==> config.mk <==
export PLATFORM = sky130hd
export DESIGN_NAME = game_mode_sequencer_flat
export DESIGN_NICKNAME = d
export VERILOG_FILES = /design/src/rtl/game_mode_sequencer_if.sv /design/src/rtl/game_mode_sequencer.sv /design/src/flat_wrapper.sv
export SDC_FILE = /design/constraint.sdc
export NUM_CORES = 1
export LEC_CHECK = 0
export CAP_MARGIN = 20
export CORE_MARGIN = 3
export CORE_UTILIZATION = 55
export CTS_CLUSTER_SIZE = 24
export DETAILED_ROUTE_END_ITERATION = 10
export DONT_BUFFER_PORTS = 1
export PLACE_DENSITY_LB_ADDON = 0.1
export SLEW_MARGIN = 40
export SYNTH_ARGS = -nofsm -noshare
export SYNTH_HDL_FRONTEND = slang
export SYNTH_SLANG_ARGS = --single-unit
==> constraint.sdc <==
create_clock -name clk -period 1.9 [get_ports clk]
set_input_delay 0.57 -clock clk [delete_from_list [all_inputs] [get_ports clk]]
set_output_delay 0.57 -clock clk [all_outputs]
set_load 0.01 [all_outputs]
==> src/rtl/game_mode_sequencer_if.sv <==
`timescale 1ns/1ps
`default_nettype none
// ============================================================================
// Module   : game_mode_sequencer_if
// Purpose  : Request, engine-handshake and display signals of the game sequencer.
// Revision : 1.0  initial release
// ============================================================================
interface game_mode_sequencer_if;
  logic       go;
  logic [1:0] mode;
  logic [2:0] game_done;
  logic [4:0] game_value;
  logic [1:0] mux_sel;
  logic [2:0] game_start;
  logic [4:0] result;
  logic       result_valid;
  logic       busy;
  logic       error;

  modport master (
    output go, mode, game_done, game_value,
    input  mux_sel, game_start, result, result_valid, busy, error
  );

  modport slave (
    input  go, mode, game_done, game_value,
    output mux_sel, game_start, result, result_valid, busy, error
  );
endinterface
`default_nettype wire

==> src/rtl/game_mode_sequencer.sv <==
`timescale 1ns/1ps
`default_nettype none
// ============================================================================
// Module   : game_mode_sequencer
// Purpose  : Selects a game engine, starts it, captures its result for display.
//            Optional WAIT watchdog enabled by macro SEQ_TIMEOUT_EN.
// Revision : 1.0  initial release
// ============================================================================
module game_mode_sequencer #(
  parameter int unsigned HOLD_CYCLES    = 50_000_000,
  parameter int unsigned TIMEOUT_CYCLES = 100_000_000
) (
  input  wire logic            clk,
  input  wire logic            reset,
  game_mode_sequencer_if.slave bus
);

  localparam int unsigned      C_HOLD_W    = $clog2(HOLD_CYCLES + 1);
  localparam logic [C_HOLD_W-1:0] C_HOLD_LAST = C_HOLD_W'(HOLD_CYCLES - 1);

  if (HOLD_CYCLES < 1) begin : g_bad_hold
    $error("game_mode_sequencer: HOLD_CYCLES must be >= 1");
  end
  if (TIMEOUT_CYCLES < 2) begin : g_bad_timeout
    $error("game_mode_sequencer: TIMEOUT_CYCLES must be >= 2");
  end

  typedef enum logic [1:0] {
    ST_IDLE = 2'd0,
    ST_ARM  = 2'd1,
    ST_WAIT = 2'd2,
    ST_SHOW = 2'd3
  } state_t;

  state_t              state_q, state_d;
  logic [1:0]          mux_sel_q, mux_sel_d;
  logic [2:0]          game_start_q, game_start_d;
  logic [4:0]          result_q, result_d;
  logic                result_valid_q, result_valid_d;
  logic                busy_q, busy_d;
  logic                error_q, error_d;
  logic [C_HOLD_W-1:0] hold_cnt_q, hold_cnt_d;
  logic                w_done_sel;

`ifdef SEQ_TIMEOUT_EN
  localparam int unsigned       C_WD_W    = $clog2(TIMEOUT_CYCLES + 1);
  localparam logic [C_WD_W-1:0] C_WD_LAST = C_WD_W'(TIMEOUT_CYCLES - 1);
  logic [C_WD_W-1:0]            wd_cnt_q, wd_cnt_d;
`endif

  // Only the engine currently routed through the mux may complete the wait.
  assign w_done_sel = bus.game_done[mux_sel_q];

  always_comb begin
    state_d      = state_q;
    mux_sel_d    = mux_sel_q;
    game_start_d = 3'b000;
    result_d     = result_q;
    error_d      = 1'b0;
    hold_cnt_d   = '0;
`ifdef SEQ_TIMEOUT_EN
    wd_cnt_d     = '0;
`endif
    case (state_q)
      ST_IDLE: begin
        if (bus.go) begin
          if (bus.mode == 2'b11) begin
            error_d = 1'b1;
          end else begin
            mux_sel_d    = bus.mode;
            game_start_d = 3'b001 << bus.mode;
            state_d      = ST_ARM;
          end
        end
      end
      ST_ARM: begin
        state_d = ST_WAIT;
      end
      ST_WAIT: begin
        if (w_done_sel) begin
          result_d = bus.game_value;
          state_d  = ST_SHOW;
        end
`ifdef SEQ_TIMEOUT_EN
        else if (wd_cnt_q == C_WD_LAST) begin
          error_d = 1'b1;
          state_d = ST_IDLE;
        end else begin
          wd_cnt_d = wd_cnt_q + C_WD_W'(1);
        end
`endif
      end
      ST_SHOW: begin
        if (hold_cnt_q == C_HOLD_LAST) begin
          state_d = ST_IDLE;
        end else begin
          hold_cnt_d = hold_cnt_q + C_HOLD_W'(1);
        end
      end
      default: begin
        state_d = ST_IDLE;
      end
    endcase
    // Status flags are registered from the next state so they align with it.
    result_valid_d = (state_d == ST_SHOW);
    busy_d         = (state_d != ST_IDLE);
  end

  always_ff @(posedge clk) begin
    if (reset) begin
      state_q        <= ST_IDLE;
      mux_sel_q      <= 2'b00;
      game_start_q   <= 3'b000;
      result_q       <= 5'b00000;
      result_valid_q <= 1'b0;
      busy_q         <= 1'b0;
      error_q        <= 1'b0;
      hold_cnt_q     <= '0;
    end else begin
      state_q        <= state_d;
      mux_sel_q      <= mux_sel_d;
      game_start_q   <= game_start_d;
      result_q       <= result_d;
      result_valid_q <= result_valid_d;
      busy_q         <= busy_d;
      error_q        <= error_d;
      hold_cnt_q     <= hold_cnt_d;
    end
  end

`ifdef SEQ_TIMEOUT_EN
  always_ff @(posedge clk) begin
    if (reset) begin
      wd_cnt_q <= '0;
    end else begin
      wd_cnt_q <= wd_cnt_d;
    end
  end
`endif

  assign bus.mux_sel      = mux_sel_q;
  assign bus.game_start   = game_start_q;
  assign bus.result       = result_q;
  assign bus.result_valid = result_valid_q;
  assign bus.busy         = busy_q;
  assign bus.error        = error_q;

endmodule
`default_nettype wire

==> src/flat_wrapper.sv <==
// flat-port wrapper written by rule: the top's interface ports become plain ports
module game_mode_sequencer_flat 
#(
  parameter int unsigned HOLD_CYCLES    = 50_000_000,
  parameter int unsigned TIMEOUT_CYCLES = 100_000_000
)
  (clk, reset, bus_go, bus_mode, bus_game_done, bus_game_value, bus_mux_sel, bus_game_start, bus_result, bus_result_valid, bus_busy, bus_error);
  game_mode_sequencer_if bus_i ();
  input  wire logic clk;
  input  wire logic reset;
  input wire logic [$bits(bus_i.go)-1:0] bus_go;
  input wire logic [$bits(bus_i.mode)-1:0] bus_mode;
  input wire logic [$bits(bus_i.game_done)-1:0] bus_game_done;
  input wire logic [$bits(bus_i.game_value)-1:0] bus_game_value;
  output wire logic [$bits(bus_i.mux_sel)-1:0] bus_mux_sel;
  output wire logic [$bits(bus_i.game_start)-1:0] bus_game_start;
  output wire logic [$bits(bus_i.result)-1:0] bus_result;
  output wire logic [$bits(bus_i.result_valid)-1:0] bus_result_valid;
  output wire logic [$bits(bus_i.busy)-1:0] bus_busy;
  output wire logic [$bits(bus_i.error)-1:0] bus_error;
  assign bus_i.go = bus_go;
  assign bus_i.mode = bus_mode;
  assign bus_i.game_done = bus_game_done;
  assign bus_i.game_value = bus_game_value;
  assign bus_mux_sel = bus_i.mux_sel;
  assign bus_game_start = bus_i.game_start;
  assign bus_result = bus_i.result;
  assign bus_result_valid = bus_i.result_valid;
  assign bus_busy = bus_i.busy;
  assign bus_error = bus_i.error;
  game_mode_sequencer #(.HOLD_CYCLES(HOLD_CYCLES), .TIMEOUT_CYCLES(TIMEOUT_CYCLES)) u_core (.clk(clk), .reset(reset), .bus(bus_i));
endmodule
Word-level counts from Yosys, hierarchy flattened --
Index checks and enable logic that the tools add are counted.
Word-level totals: word-level logic and storage cells 36, output and inout port bits 13, register bits 41
Cells by class: shifts and indexed selects 1, bitwise logic cells 4, $lt $le $gt $ge 1, equality and inequality tests 6, reductions and logical operators 7, muxes and demuxes 8, add/sub/neg operators 1
Operators with widths (number):
- 26-bit by 1-bit adder with 26-bit output, second input constant | 1
- 26-bit equality test, second input constant | 1
- 2-bit equality test, second input constant | 4
- 2-bit two-way mux | 4
- 2-bit one-hot mux with 4 select lines | 1
- 3-bit OR reduction | 2
- 1-bit inverter | 4
- 4-bit OR reduction | 1
- 2-bit by 3-bit < comparator with 1-bit output, second input constant | 1
- 3-bit AND reduction | 1
- 1-bit by 2-bit << shifter with 3-bit output, first input constant | 1
- 1-bit binary-select mux with 2-bit select | 1
- 2-bit by 1-bit equality test with 1-bit output, second input constant | 1
- 2-bit logical NOT | 1
- 1-bit two-way mux | 2
- 2-bit AND reduction | 1
- 2-bit nonzero test | 1

Depth between registers and ports, before layout --
Gate-level depths: netlist of the first run.
word-level depth 5, mapped depth 6

Least setup slack after synthesis of the first run --
No wires, ideal clock.
kind reg-to-reg, from reg u_core.hold_cnt_q[0], to reg u_core.hold_cnt_q[20], slack -0.178 ns, arrival 1.998 ns, period minus slack after synthesis 2.078 ns, setup time 0.080 ns, buffers on the path 1, stages on the path, launching flop included 7, cells stage by stage dfxtp_1 > ha_1 > nand3_1 > or4_4 > buf_6 > or4_4 > a211oi_2
Between the ends: longest elaborated chain between the ends 2, elaborated cells between the ends (all ways) 3
Ends and longest elaborated chain:
- start: declaration | RTL line game_mode_sequencer.sv:42 | logic [C_HOLD_W-1:0] hold_cnt_q, hold_cnt_d;
- start signal: assignment | RTL line game_mode_sequencer.sv:127 | hold_cnt_q <= hold_cnt_d;
- parallel branches: the longest is 2 deep, another holds 26-bit by 1-bit adder with 26-bit output
Several ways; the timed one is not identified. A chain may end at the register's enable or synchronous reset.

Worst setup path after layout of the first run --
from reg u_core.hold_cnt_q[8], to reg u_core.hold_cnt_q[24]
The elaborated chain is that of the path after synthesis.

==> results of run 1 <==
[state kept, by name, summed over array words and instances (netlist names)]
signal and count:
u_core.bus.busy 1, u_core.bus.error 1, u_core.bus.game_start 3, u_core.bus.mux_sel 2, u_core.bus.result 5, u_core.bus.result_valid 1, u_core.hold_cnt_q 26, u_core.state_q 2
[cell usage in the layout, fill, tap and decap left out, types with 2 or more instances in the layout]
| master | instances |
|---|---|
| or3_1 | 8 |
| dfxtp_1 | 31 |
| nor2b_1 | 2 |
| nor3b_1 | 3 |
| xnor2_1 | 9 |
| xor2_1 | 2 |
| or4_4 | 4 |
| nand3_1 | 12 |
| a31oi_1 | 2 |
| dfxtp_2 | 3 |
| buf_4 | 13 |
| dfxtp_4 | 7 |
| or4_1 | 3 |
| nor2_1 | 7 |
| buf_6 | 4 |
| clkbuf_4 | 5 |
| o31ai_1 | 5 |
| nor4_1 | 4 |
| nand3b_1 | 2 |
| nand4_1 | 4 |
| nand2_1 | 13 |
| nand2b_1 | 2 |
| a211oi_1 | 7 |
| or2_2 | 2 |
| inv_1 | 4 |
| nor3_1 | 17 |
| a21oi_1 | 8 |
| o21ai_0 | 14 |
| a211oi_2 | 7 |
[cell usage after synthesis, types with 7 or more instances]
cell      count
dfxtp_1      41
nor3_1       17
o21ai_0      14
a211oi_1     13
nand2_1      13
nand3_1      13
or3_1         9
xnor2_1       9
a21oi_1       8
clkbuf_1      8
nor2_1        7
[logic make-up after synthesis]
family / after synthesis / synth area share
buffers and inverters: 14 / 0.0329
AO/OA/AOI/OAI: 47 / 0.162
XOR/XNOR: 11 / 0.0527
AND/OR/NAND/NOR: 92 / 0.291
adder cells (fa/ha/maj): 1 / 0.00684
flip-flops: 41 / 0.449
multiplexers: 1 / 0.00548
[report_power, final]
group / total [W] / internal (W) / switching, W
Clock: 0.000550 / 0.000276 / 0.000274
Combinational: 0.0000707 / 0.0000302 / 0.0000405
Sequential: 0.000888 / 0.000867 / 0.0000208
Total: 0.00151 / 0.00117 / 0.000335
[how the worst min path moves through the flow]
stage,endpoint,slack (ns),start,cells past startpoint
5_1_grt,u_core.bus.game_start[2],0.25,bus_mode[0],1
4_1_cts,u_core.bus.game_start[1],0.26,bus_mode[1],1
6_report,u_core.bus.result[2],0.27,reset,1
2_1_floorplan,u_core.hold_cnt_q[0],0.44,u_core.hold_cnt_q[0],1
3_3_place_gp,u_core.hold_cnt_q[0],0.45,u_core.hold_cnt_q[0],1
3_5_place_dp,u_core.hold_cnt_q[0],0.46,u_core.hold_cnt_q[0],1
[final cells by class]
type	instances	share of cell area
Inverter	4	0.00695
Tap cell	44	0.0255
Clock buffer	6	0.0191
Timing Repair Buffer	17	0.0660
Sequential cell	41	0.394
Clock inverter	2	0.0162
Multi-Input combinational cell	152	0.472
[worst max-delay path, cell delays in order (launching register included)]
cell,delay (ns)
dfxtp_4,0.39
nand4_1,0.12
or4_4,0.59
or4_1,0.49
a211oi_1,0.19
[through the flow]
step	setup slack, ns	setup TNS [ns]	area, µm²	utilization	std cells
6_report	0.0491	0	2160	0.696	266
5_1_grt	-0.0301	-0.0488	2160	0.696	266
4_1_cts	-0.0255	-0.0613	2090	0.674	265
3_5_place_dp	-0.0674	-0.304	1960	0.633	254
3_3_place_gp	-0.000162	-0.000162	1960	0.633	254
2_1_floorplan	0.00300	0	1850	-	207
[timing repair]
item                       CTS  global route
resized for setup           11            16
setup buffers                3             1
setup endpoints to repair    9            28
pin swaps                    5             4
[per-layer routing]
layer,vias up,routed length (µm),global-route usage
met5,-,0,0
met4,0,64,0.0889
met3,8,286,0.0713
met2,63,2030,0.390
met1,746,1650,0.236
li1,804,-,-
==> metrics.cfg, run 1 <==
[timing]
hold_viol = 0
final.setup_skew_ns = 0.00651
hold-worst-slack_ns = 0.275
post-route-period-util = 0.974
post-route-min-period_ns = 1.85
slew_violations = 0
max_freq_ghz = 0.540
rsz0062_at_grt = true
setup_viol_count_final = 0
slew-limit-headroom = 0.682
worst_slew_pin_slew_ns = 0.473

[critical_path]
cp-startpoint = u_core.hold_cnt_q[8]
worstSetupEndpointType = flip-flop
critPathCapture = u_core.hold_cnt_q[24]
r2r-end = u_core.hold_cnt_q[24]
r2r_slack_ns = 0.05
crit_type = reg -> reg
critPathLaunchType = flip-flop
r2r_start = u_core.hold_cnt_q[8]
worstPathRequired_ns = 2.17
crit_arrival_ns = 2.12
ff2ff_path_depth = 4
critPathMaxFanout = 6

[logic_synthesis]
synth_top_cells_by_area = dfxtp_1, a211oi_1, nor3_1, xnor2_1, o21ai_0
syn_area_mm2 = 0.00183
avgSynthCellArea_um2 = 8.83
syn_nets = 221
yosysTopAreaCell = dfxtp_1
yosys_register_bits = 41
synth_cells = 207
synthArstFlopShare = 0
synth_warnings = 0
synth-edff-count = 0
ys.flop_type = dfxtp_1
yosys.area.top_type_share = 0.449
synth.distinct_cells = 38
yosysSeqAreaShare = 0.449

[layout]
final_nets = 235
multi_input_area_mm2 = 0.00102
regArea_um2 = 851
fillers = 278
n_antenna_cell = 0
drive_gt1_frac = 0.243
area_growth_pct = 18.1

[clock_tree]
cts_sinks = 41
cts_tree = done
cts_root_buf = clkbuf_4
insertion_delay_ns = 0.35
clk_path_buf_depth = 2
htreeDepth = 2
postCtsHoldBufs = 0
cts_buffers = 5
clkTransAtPathRegs_ns = 0.11

[die]
die_x_um = 63.7
ios = 26
initial_core_util = 0.589
coreArea_mm2 = 0.00310
rows = 20
dieArea_mm2 = 0.00405
dieHeight_um = 63.7

[detailed_routing]
ant_nets = 0
drc_errors = 0
drt_first_pass_iters = 4
drt-total-wl_mm = 4.03
vias_per_cell = 6.09
wl_per_cell_um = 15.1
drt_iter0_drc = 81
vias = 1621

[hold_path]
worst_hold_path_type = in -> reg

[placed_design]
globalplace.congestion = 0.868
dp_hpwl_mm = 2.75
port_buffers = 0

[global_routing]
overflow = 0
grt_usage = 0.219
grt_pass1_wl_mm = 7.07
antenna_found_initial = 0
grt_pass1_vias = 1672
grt_max_degree = 28

[power_and_ir_drop]
ir_drop_uv = 355
p_per_area_mw_per_mm2 = 699
total_power_w = 0.00151
leakage_nw = 0.605

[flow_run]
max-cap-violations = 0

[status]
status = finished, final reports clean

Power figures use the tool's default switching activity.
==> inputs of run 2 (changes only) <==
GPL_ROUTABILITY_DRIVEN = 0   (was not set)
==> results of run 2 <==
Final layout, timing and power as in run 1 (identical DEF).
